==> src/rtl/ysyx_23060332_lsu.sv <==
// Load/store unit: accepts one decoded memory op from execute, aligns byte lanes onto a
// valid/ready memory bus, and returns a registered, extended writeback result.
module ysyx_23060332_lsu #(
   parameter int TIMEOUT_CYC = 255
) (
   input  logic        clk,
   input  logic        rst,
   input  logic        in_valid,
   output logic        in_ready,
   input  logic        in_is_load,
   input  logic        in_is_store,
   input  logic [2:0]  in_func3,
   input  logic [31:0] in_addr,
   input  logic [31:0] in_wdata,
   input  logic [4:0]  in_waddr,
   output logic        mem_req_valid,
   input  logic        mem_req_ready,
   output logic        mem_wen,
   output logic [31:0] mem_addr,
   output logic [31:0] mem_wdata,
   output logic [7:0]  mem_wmask,
   input  logic        mem_resp_valid,
   input  logic [31:0] mem_rdata,
   output logic        wb_valid,
   input  logic        wb_ready,
   output logic        wb_wen,
   output logic [4:0]  wb_waddr,
   output logic [31:0] wb_wdata,
   output logic        wb_err
);

   // Handshakes: a transfer happens on a rising edge where valid and ready are both high;
   // the valid side holds its payload stable and valid high until that edge.
   typedef enum logic [1:0] {IDLE = 2'd0, REQ = 2'd1, WAIT = 2'd2, RESP = 2'd3} state_t;

   localparam logic [31:0] TIMEOUT = 32'(TIMEOUT_CYC);

   state_t      state, state_nxt;
   logic        op_load;
   logic [2:0]  op_f3;
   logic [1:0]  op_lo;
   logic [4:0]  op_waddr;
   logic [31:0] wdog;

   logic        take, both, f3_ok, misal, bad, timeout;
   logic [3:0]  lane_mask;
   logic [31:0] rd_shift, ld_data;

   logic        in_ready_nxt, mem_req_valid_nxt, mem_wen_nxt;
   logic [31:0] mem_addr_nxt, mem_wdata_nxt;
   logic [7:0]  mem_wmask_nxt;
   logic        wb_valid_nxt, wb_wen_nxt, wb_err_nxt;
   logic [4:0]  wb_waddr_nxt;
   logic [31:0] wb_wdata_nxt;

   // Decode of the offered op and of the returning read word.
   always_comb begin
      take  = in_valid && in_ready && (in_is_load || in_is_store);
      both  = in_is_load && in_is_store;
      f3_ok = in_is_load ? (in_func3 inside {3'b000, 3'b001, 3'b010, 3'b100, 3'b101})
                         : (in_func3 inside {3'b000, 3'b001, 3'b010});
      misal = (in_func3[1:0] == 2'b01 && in_addr[0]) ||
              (in_func3[1:0] == 2'b10 && in_addr[1:0] != 2'b00);
      bad   = both || !f3_ok || misal;
      case (in_func3[1:0])
         2'b00:   lane_mask = 4'b0001;
         2'b01:   lane_mask = 4'b0011;
         default: lane_mask = 4'b1111;
      endcase
      timeout  = (TIMEOUT != 32'd0) && (wdog >= TIMEOUT - 32'd1);
      rd_shift = mem_rdata >> {op_lo, 3'b000};
      case (op_f3)
         3'b000:  ld_data = {{24{rd_shift[7]}}, rd_shift[7:0]};
         3'b001:  ld_data = {{16{rd_shift[15]}}, rd_shift[15:0]};
         3'b100:  ld_data = {24'd0, rd_shift[7:0]};
         3'b101:  ld_data = {16'd0, rd_shift[15:0]};
         default: ld_data = rd_shift;
      endcase
   end

   always_ff @(posedge clk or posedge rst) begin
      if (rst) state <= IDLE;
      else     state <= state_nxt;
   end

   always_comb begin
      state_nxt = state;
      case (state)
         IDLE: if (take) state_nxt = bad ? RESP : REQ;
         REQ:  if (timeout) state_nxt = RESP;
               else if (mem_req_ready) state_nxt = WAIT;
         WAIT: if (mem_resp_valid || timeout) state_nxt = RESP;
         RESP: if (wb_ready) state_nxt = IDLE;
         default: state_nxt = IDLE;
      endcase
   end

   always_comb begin
      in_ready_nxt      = in_ready;
      mem_req_valid_nxt = mem_req_valid;
      mem_wen_nxt       = mem_wen;
      mem_addr_nxt      = mem_addr;
      mem_wdata_nxt     = mem_wdata;
      mem_wmask_nxt     = mem_wmask;
      wb_valid_nxt      = wb_valid;
      wb_wen_nxt        = wb_wen;
      wb_waddr_nxt      = wb_waddr;
      wb_wdata_nxt      = wb_wdata;
      wb_err_nxt        = wb_err;
      case (state)
         IDLE: if (take) begin
            in_ready_nxt = 1'b0;
            if (bad) begin
               wb_valid_nxt = 1'b1;
               wb_err_nxt   = 1'b1;
               wb_wen_nxt   = 1'b0;
               wb_waddr_nxt = in_waddr;
               wb_wdata_nxt = 32'd0;
            end else begin
               mem_req_valid_nxt = 1'b1;
               mem_wen_nxt       = in_is_store;
               mem_addr_nxt      = {in_addr[31:2], 2'b00};
               mem_wdata_nxt     = in_is_store ? (in_wdata << {in_addr[1:0], 3'b000}) : 32'd0;
               mem_wmask_nxt     = in_is_store ? {4'b0000, lane_mask << in_addr[1:0]} : 8'd0;
            end
         end
         REQ: begin
            if (timeout) begin
               mem_req_valid_nxt = 1'b0;
               wb_valid_nxt      = 1'b1;
               wb_err_nxt        = 1'b1;
               wb_wen_nxt        = 1'b0;
               wb_waddr_nxt      = op_waddr;
               wb_wdata_nxt      = 32'd0;
            end else if (mem_req_ready) begin
               mem_req_valid_nxt = 1'b0;
            end
         end
         WAIT: begin
            // A response that lands in the timeout cycle still counts as on time.
            if (mem_resp_valid) begin
               wb_valid_nxt = 1'b1;
               wb_err_nxt   = 1'b0;
               wb_wen_nxt   = op_load && (op_waddr != 5'd0);
               wb_waddr_nxt = op_waddr;
               wb_wdata_nxt = op_load ? ld_data : 32'd0;
            end else if (timeout) begin
               wb_valid_nxt = 1'b1;
               wb_err_nxt   = 1'b1;
               wb_wen_nxt   = 1'b0;
               wb_waddr_nxt = op_waddr;
               wb_wdata_nxt = 32'd0;
            end
         end
         RESP: if (wb_ready) begin
            wb_valid_nxt = 1'b0;
            in_ready_nxt = 1'b1;
         end
         default: ;
      endcase
   end

   always_ff @(posedge clk or posedge rst) begin
      if (rst) begin
         in_ready      <= 1'b1;
         mem_req_valid <= 1'b0;
         mem_wen       <= 1'b0;
         mem_addr      <= 32'd0;
         mem_wdata     <= 32'd0;
         mem_wmask     <= 8'd0;
         wb_valid      <= 1'b0;
         wb_wen        <= 1'b0;
         wb_waddr      <= 5'd0;
         wb_wdata      <= 32'd0;
         wb_err        <= 1'b0;
         op_load       <= 1'b0;
         op_f3         <= 3'd0;
         op_lo         <= 2'd0;
         op_waddr      <= 5'd0;
         wdog          <= 32'd0;
      end else begin
         in_ready      <= in_ready_nxt;
         mem_req_valid <= mem_req_valid_nxt;
         mem_wen       <= mem_wen_nxt;
         mem_addr      <= mem_addr_nxt;
         mem_wdata     <= mem_wdata_nxt;
         mem_wmask     <= mem_wmask_nxt;
         wb_valid      <= wb_valid_nxt;
         wb_wen        <= wb_wen_nxt;
         wb_waddr      <= wb_waddr_nxt;
         wb_wdata      <= wb_wdata_nxt;
         wb_err        <= wb_err_nxt;
         if (take) begin
            op_load  <= in_is_load;
            op_f3    <= in_func3;
            op_lo    <= in_addr[1:0];
            op_waddr <= in_waddr;
         end
         if (state == IDLE && take && !bad)  wdog <= 32'd0;
         else if (state == REQ || state == WAIT) wdog <= wdog + 32'd1;
      end
   end

endmodule

==> config.mk <==
export PLATFORM = sky130hd
export DESIGN_NAME = ysyx_23060332_lsu
export DESIGN_NICKNAME = d
export VERILOG_FILES = /design/src/rtl/ysyx_23060332_lsu.sv
export SDC_FILE = /design/constraint.sdc
export NUM_CORES = 1
export LEC_CHECK = 0
export ABC_CLOCK_PERIOD_IN_PS = 14200
export BUFFER_PORTS_ARGS = -buffer_cell sky130_fd_sc_hd__buf_4
export CAP_MARGIN = 20
export CORE_ASPECT_RATIO = 2
export CORE_MARGIN = 1.5
export CORE_UTILIZATION = 46
export CTS_CLUSTER_SIZE = 28
export DETAILED_ROUTE_END_ITERATION = 8
export PLACE_DENSITY = 0.72
export SYNTH_ARGS = -nofsm -noshare
export SYNTH_HDL_FRONTEND = slang
export SYNTH_SLANG_ARGS = --single-unit
==> constraint.sdc <==
create_clock -name clk -period 14.2 [get_ports clk]
set_input_delay 2.84 -clock clk [delete_from_list [all_inputs] [get_ports clk]]
set_output_delay 2.84 -clock clk [all_outputs]
set_load 0.02 [all_outputs]
==> metrics, run 1 <==
run status finished clean; Worst-Skew Late Latency 0.42 ns; setup TNS 0 ns; worst slew pin tran 0.9849 ns; clock root buffer clkbuf_16; Die H 186.9 um; number of H-tree branching levels 4; Yosys warning count 0; post-synthesis sequential area ratio 49.57%; Placed Cells 1,195; first-pass GRT wire length 34.97 mm; Pleak 4.958 nW; clk buf depth 2; post-CTS setup buffer count 0; final worst path period share 32.89%; slowest CP cell a221oi_4; fin crit period 4.671 ns; clock tree from TritonCTS done; WP data arrival 4.95 ns; largest net degree at the start of global routing 98; number of fill cells 1,468; CP bufs+invs 3; detailed-route via count 6,690; Antenna Nets Post-Route 0; Critical Path RT 14.48 ns; combined area of all synthesized cells 7776 um2; Core Rows 67; IR drop worst, VDD 107.5 uV; vias in the first global route 6,712; Post-synth EDFFs 0; # diodes 0; drt drc 0; setup violators final 0; grt total ovfl 0; crit end category register; Top delay family on crit path compound AO/OA/AOI/OAI gates; post-synth cell types 56; Post-synth top flop dfrtp_1; Clock transition at path regs 0.07 ns; crit path kind in2reg; CP Cell Sequence buf_4 -> o211ai_1 -> buf_4 -> a221oi_4 -> o31ai_4 -> buf_4 -> o2bb2ai_1; first-pass iteration count of the detailed router 8; port bufs 220; most frequent CP cell buf_4; total global-route track usage 25.62%; post-route clock skew 0.01080 ns; RR Endpoint wb_wdata[28]; worst-case reg-to-reg path depth 6; die width 94.94 um; cell depth of the worst hold path 2; hold_sp mem_addr[25]; NumNets Final 1,125; #FFs+latches synth 154; initial antenna violation count 0; cts hold-fix bufs 0; I/O Pins 227; share of layout cells above drive strength 1 30.35%; RSZ-0062 raised after global routing false; post-DR vias/cell 5.461; Fmax 214.1 MHz; Startpoint Class input port; final slew viol count 0; MaxCap Viol Count 0; Final Hold Viols 0; Sink Count 154; Mapped Cells 816; Core Area 16,680 um2; reg2reg setup slack 11.48 ns; post_cts resized 0; final std cells w/o fill 1,225; Routed WL 21.71 mm; initial DRC count 262; Worst Path Max Fanout 33; Worst Hold Class reg2reg; Post-Syn Area per Cell 9.530 um2; area delta synth->final 29.89%; max_slew headroom 34.05%; routed len/inst 17.73 um; Pwr Density 197.0 nW/um2; Post-synth ARST share 100.0%; Hold Path End mem_addr[25]; full die area 17,740 um2; hpwl dp 15.59 mm; Num CTS Buffers 17; Placer Congestion 0.8375; Slowest Stage Delay on Critical Path 0.58 ns; Initial Utilization 46.61%; worst r2r src op_lo[0]
==> tightest hold or removal path, stage by stage (launching register included) <==
cell and delay (ns):
dfrtp_1 0.34, nand2_1 0.05, nand2_1 0.05
==> area by class of cell <==
| cell class | instances | area (um2) | share of cell area [%] |
|---|---|---|---|
| flip-flops and latches | 154 | 3855 | 38.16 |
| repair buffers | 228 | 1712 | 16.95 |
| inverters | 12 | 50.05 | 0.4955 |
| multi-input cells | 594 | 3611 | 35.75 |
| well taps | 207 | 259.0 | 2.564 |
| clock buffers | 18 | 439.2 | 4.348 |
| clock inverters | 12 | 175.2 | 1.734 |
==> stage by stage <==
stage               hold WS, ns  util [%]  setup WS [ns]  power (mW)  cell area, um2
finish                   0.4774     60.55          9.529       1.990           10100
global route             0.5068     60.55          9.358       2.114           10100
detailed placement       0.4635     56.87          9.066       1.518            9487
CTS                      0.4786     60.55          9.517       2.002           10100
floorplan                0.4791         -          7.212       1.223            7795
global placement         0.4515     56.87          9.193       1.501            9487
==> placed cells by master (no fill, tap or decap), drive strengths merged, types with 14 or more instances in the layout <==
cell     netlist  final
a21oi         38     38
buf           28    228
clkbuf        33     18
dfrtp        153    153
mux2          34     34
mux2i         31     31
nand2        200    200
nand3         26     26
nand4         14     14
nor2          47     47
o21ai         36     36
o2bb2ai       34     34
xor2          21     21
==> layer usage <==
layer	global-route usage, %	vias to the layer above	wire [um]
met3	5.976	50	1151
met1	28.61	3227	8207
li1	-	3204	-
met2	44.92	209	11560
met5	0	-	0
met4	11.60	0	799
==> state kept, by name, indices dropped and copies added, names as in the netlist <==
register       count
mem_wen            1
mem_req_valid      1
wb_err             1
wb_wdata          32
mem_addr          30
wb_valid           1
op_waddr           5
state              2
in_ready           1
wb_wen             1
op_lo              2
wdog              32
op_load            1
op_f3              3
wb_waddr           5
mem_wdata         32
mem_wmask          4
==> cells in the mapped netlist (3+ instances only) <==
library cell,instances,area (um2)
nand2_1,200,750.7
dfrtp_1,153,3829
nor2_1,47,176.4
a21oi_1,38,190.2
o21ai_0,35,175.2
mux2_2,34,382.9
clkbuf_1,33,123.9
mux2i_1,31,310.3
o2bb2ai_1,31,271.5
nand3_1,26,130.1
xor2_1,21,183.9
nand4_1,13,81.33
inv_1,12,45.04
buf_1,10,37.54
o211ai_1,10,75.07
o31ai_1,10,75.07
buf_2,8,40.04
nor2b_1,7,43.79
nor4_1,7,43.79
buf_4,6,45.04
ha_1,6,75.07
a311oi_1,5,43.79
and3_1,5,31.28
nor3_1,5,25.02
nor3b_1,5,37.54
or3_1,5,31.28
xnor2_1,5,43.79
and2_1,4,25.02
buf_6,4,45.04
o21a_1,4,30.03
a211oi_1,3,22.52
and4_1,3,26.28
o2bb2ai_2,3,45.04
==> where the power goes <==
group | switching (mW) | leakage, nW | internal [mW]
registers | 0.132 | 2.03 | 0.584
logic | 0.458 | 2.64 | 0.337
clock network | 0.183 | 0.294 | 0.296
==> cells by family after synthesis <==
group | Yosys count | share of synthesized area, %
compound gates | 153 | 13.81
xor+xnor | 26 | 2.928
fa+ha+maj | 6 | 0.9654
buf+inv | 73 | 4.328
flops | 154 | 49.57
mux | 66 | 9.204
other cells | 1 | 0.04822
simple gates | 337 | 19.15
==> worst max path at each step <==
stage	depth (start not counted)	startpoint	end	slack, ns
2_1_floorplan	1	rst	mem_addr[10]	7.21
3_3_place_gp	7	in_is_store	wb_wdata[8]	9.19
3_5_place_dp	7	in_is_store	wb_wen	9.07
4_1_cts	7	in_is_store	wb_wen	9.52
5_1_grt	7	in_is_store	wb_wdata[4]	9.36
6_report	7	in_is_store	wb_wdata[4]	9.53
No activity file was read; power rests on OpenSTA's default activity.
==> run 2: changes to the inputs <==
ABC_AREA = 1   (was unset)
ABC_CLOCK_PERIOD_IN_PS = 3750   (was 14200)
PLACE_DENSITY = 0.74   (was 0.72)
clock period = 3.75 ns   (was 14.2 ns; I/O delays follow)
==> run 2 against run 1 <==
Effect of this change:
- die area increased by 11%
- count of clock-buffer cells in the layout increased by 2
- hold slack got worse by 0.097 ns
- routed wire length increased by 27%
- via count increased by 32%
- largest power group is now the clock network
==> metrics, run 2 <==
full die area 19,750 um2 (was 17,740 um2); Critical Path RT 4.11 ns (was 14.48 ns); Sink Count 154 (unchanged); WP data arrival 2.83 ns (was 4.95 ns); Area contributors post-synth dfrtp_1, nand2_1, o21ai_0 (was dfrtp_1, nand2_1, mux2_2); crit path kind reg2reg (was in2reg); Post-synth top flop dfrtp_1 (unchanged); Placer Congestion 0.9791 (was 0.8375); most frequent cell after synthesis nand2_1 (unchanged); Die H 197.2 um (was 186.9 um); CP Cell Sequence inv_1 -> ha_1 -> nand2_1 -> nor2_2 -> clkinv_1 -> nor2_4 -> nand3_1 -> nand2_1 (was buf_4 -> o211ai_1 -> buf_4 -> a221oi_4 -> o31ai_4 -> buf_4 -> o2bb2ai_1); max_slew headroom 52.05% (was 34.05%); area delta synth->final 28.03% (was 29.89%); Post-synth EDFFs 0 (unchanged); post_cts resized 0 (unchanged); RSZ-0062 raised after global routing false (unchanged); combined area of all synthesized cells 8678 um2 (was 7776 um2); clk buf depth 2 (unchanged); MaxCap Viol Count 0 (unchanged); number of H-tree branching levels 4 (unchanged); worst slew pin tran 0.7193 ns (was 0.9849 ns); slowest CP cell nor2_2 (was a221oi_4); Worst Path Max Fanout 10 (was 33); Antenna Nets Post-Route 0 (unchanged); Yosys warning count 0 (unchanged); fin crit period 2.469 ns; most common cell after layout, fill and taps aside nand2_1 (was buf_4); Routed WL 27.56 mm (was 21.71 mm); initial antenna violation count 0 (unchanged); cts hold-fix bufs 0 (unchanged); I/O Pins 227 (unchanged); Post-synth ARST share 100.0% (unchanged); setup violators final 0 (unchanged); hpwl dp 20.91 mm (was 15.59 mm); most frequent cells in the layout nand2_1, buf_4, dfrtp_1 (was buf_4, nand2_1, dfrtp_1); CP bufs+invs 2 (was 3); Final Util 60.41% (was 60.55%); Worst Setup Slack post-DPL 0.9980 ns (was 9.066 ns); vias in the first global route 8,639 (was 6,712); Post-Syn Area per Cell 7.010 um2 (was 9.530 um2); Startpoint Class register (was input port); clock tree from TritonCTS done (unchanged); #FFs+latches synth 154 (unchanged); NumNets Final 1,564 (was 1,125); Largest regs mem_wdata: 32 flops, wb_wdata: 32 flops, wdog: 32 flops (unchanged); clock root buffer clkbuf_16 (unchanged); Slowest Stage Delay on Critical Path 0.47 ns (was 0.58 ns); post-synthesis sequential area ratio 44.42% (was 49.57%); Top delay family on crit path simple AND/OR/NAND/NOR gates (was compound AO/OA/AOI/OAI gates); Core Area 18,390 um2 (was 16,680 um2); drt drc 0 (unchanged); crit end category register (unchanged); share of layout cells above drive strength 1 20.22% (was 30.35%); Worst Hold Class in2async (was reg2reg); worst-case reg-to-reg path depth 8 (was 6); first-pass iteration count of the detailed router 5 (was 8); IR drop worst, VDD 304.7 uV (was 107.5 uV); grt total ovfl 0 (unchanged); detailed-route via count 8,811 (was 6,690); # diodes 0 (unchanged); Mapped Cells 1,238 (was 816); post-synth cell types 44 (was 56); port bufs 220 (unchanged); largest net degree at the start of global routing 41 (was 98); met2 Resource Use GR 52.56% (was 44.92%); top cell type's share of synthesized area 44.12% (was 49.24%); post-DR vias/cell 5.260 (was 5.461); final worst path period share 65.84%; Clock transition at path regs 0.07 ns (about the same); Final Hold Viols 0 (unchanged); WP depth 8 (was 7); busiest grt layer met2 (unchanged); grt met3 use 5.591% (was 5.976%); routed len/inst 16.45 um (was 17.73 um); worst hold slack 0.3801 ns (was 0.4774 ns); Core Rows 70 (was 67); Initial Utilization 47.18% (was 46.61%); Num CTS Buffers 17 (unchanged); post-CTS setup buffer count 0 (unchanged); initial DRC count 513 (was 262); setup TNS 0 ns (unchanged); Fmax 405.1 MHz; Pwr Density 327.5 nW/um2 (was 197.0 nW/um2); post-synth top area cell dfrtp_1 (unchanged); final slew viol count 0 (unchanged); Worst-Skew Late Latency 0.43 ns (was 0.42 ns); post-route clock skew 0.01046 ns (was 0.01080 ns); total global-route track usage 28.57% (was 25.62%); run status finished clean (unchanged); most frequent CP cell nand2_1 (was buf_4); Pleak 6.021 nW (was 4.958 nW); number of fill cells 1,732 (was 1,468); setup ws final 1.281 ns (was 9.529 ns); first-pass GRT wire length 43.68 mm (was 34.97 mm); commonest cells in the netlist nand2_1, dfrtp_1, inv_1 (was nand2_1, dfrtp_1, nor2_1); met1 usage 29.97% (was 28.61%); die width 100.1 um (was 94.94 um)
[run 2: cell count changes after synthesis, moves of 17 or more]
cell,delta
xor2_1,-17
nor2_1,+42
mux2i_1,-30
mux2_2,-34
nand3_1,+44
o21ai_0,+75
nand2_1,+281
inv_1,+115
o2bb2ai_1,-31
[run 2: worst paths after layout]
kind	start	end	slack [ns]
worst max-delay path	state[0]	wb_wdata[25]	1.28
worst min-delay path	rst	wb_wdata[21]	0.38
worst max register to register	state[0]	wb_wdata[25]	1.28
worst min register to register	wb_wdata[27]	wb_wdata[27]	0.47
max in group asynchronous	rst	mem_wdata[17]	2.40
min in group clk	wb_wdata[27]	wb_wdata[27]	0.47
[run 2: layer usage]
layer | routed length [um] | up-vias
li1 | - | 4320
met1 | 9840 | 4110
met2 | 15060 | 303
met3 | 1345 | 78
met4 | 1314 | 0
met5 | 0 | -
[run 2: where the power goes]
part	internal, mW	switching [mW]
logic	0.104	0.120
clock network	1.02	0.732
registers	1.66	0
[run 2: worst reg2reg max path, delay by kind of cell, from the launching register on]
kind	cells	cell delay [ns]
flip-flops	1	0.44
AND/OR/NAND/NOR	5	1.26
adder cells (fa/ha/maj)	1	0.18
buffers and inverters	2	0.55
[run 2: cells by family (layout without fill, tap and decap cells)]
family / count (synthesis) / after routing / share of synthesized area [%]
muxes: 1 / 1 / 0.1153
adders and majority gates: 6 / 6 / 0.8650
buffers and inverters: 186 / 402 / 8.953
AOI/OAI and AO/OA: 183 / 183 / 11.68
xor gates and xnor gates: 5 / 5 / 0.5046
DFF: 154 / 154 / 44.42
and+or+nand+nor: 702 / 702 / 33.42
other: 1 / 6 / 0.04321
[run 2: area by class of cell]
class / instances / area (um2) / area share, %
tap: 216 / 270.3 / 2.432
sequential: 154 / 3855 / 34.70
multi-input combinational: 903 / 4073 / 36.66
inverter: 132 / 499.2 / 4.493
clock buffer: 20 / 456.7 / 4.110
timing repair buffer: 238 / 1819 / 16.37
clock inverter: 12 / 137.6 / 1.239
[run 2: metrics by stage]
step                      instance area (um2)  instances  power [mW]
final                                   11110       1675       3.639
after global routing                    11110       1675       3.758
after CTS                               11080       1674       3.658
after detailed placement                10490       1642       1.913
after global placement                  10490       1642       1.912
after floorplan                          8701       1243       1.787
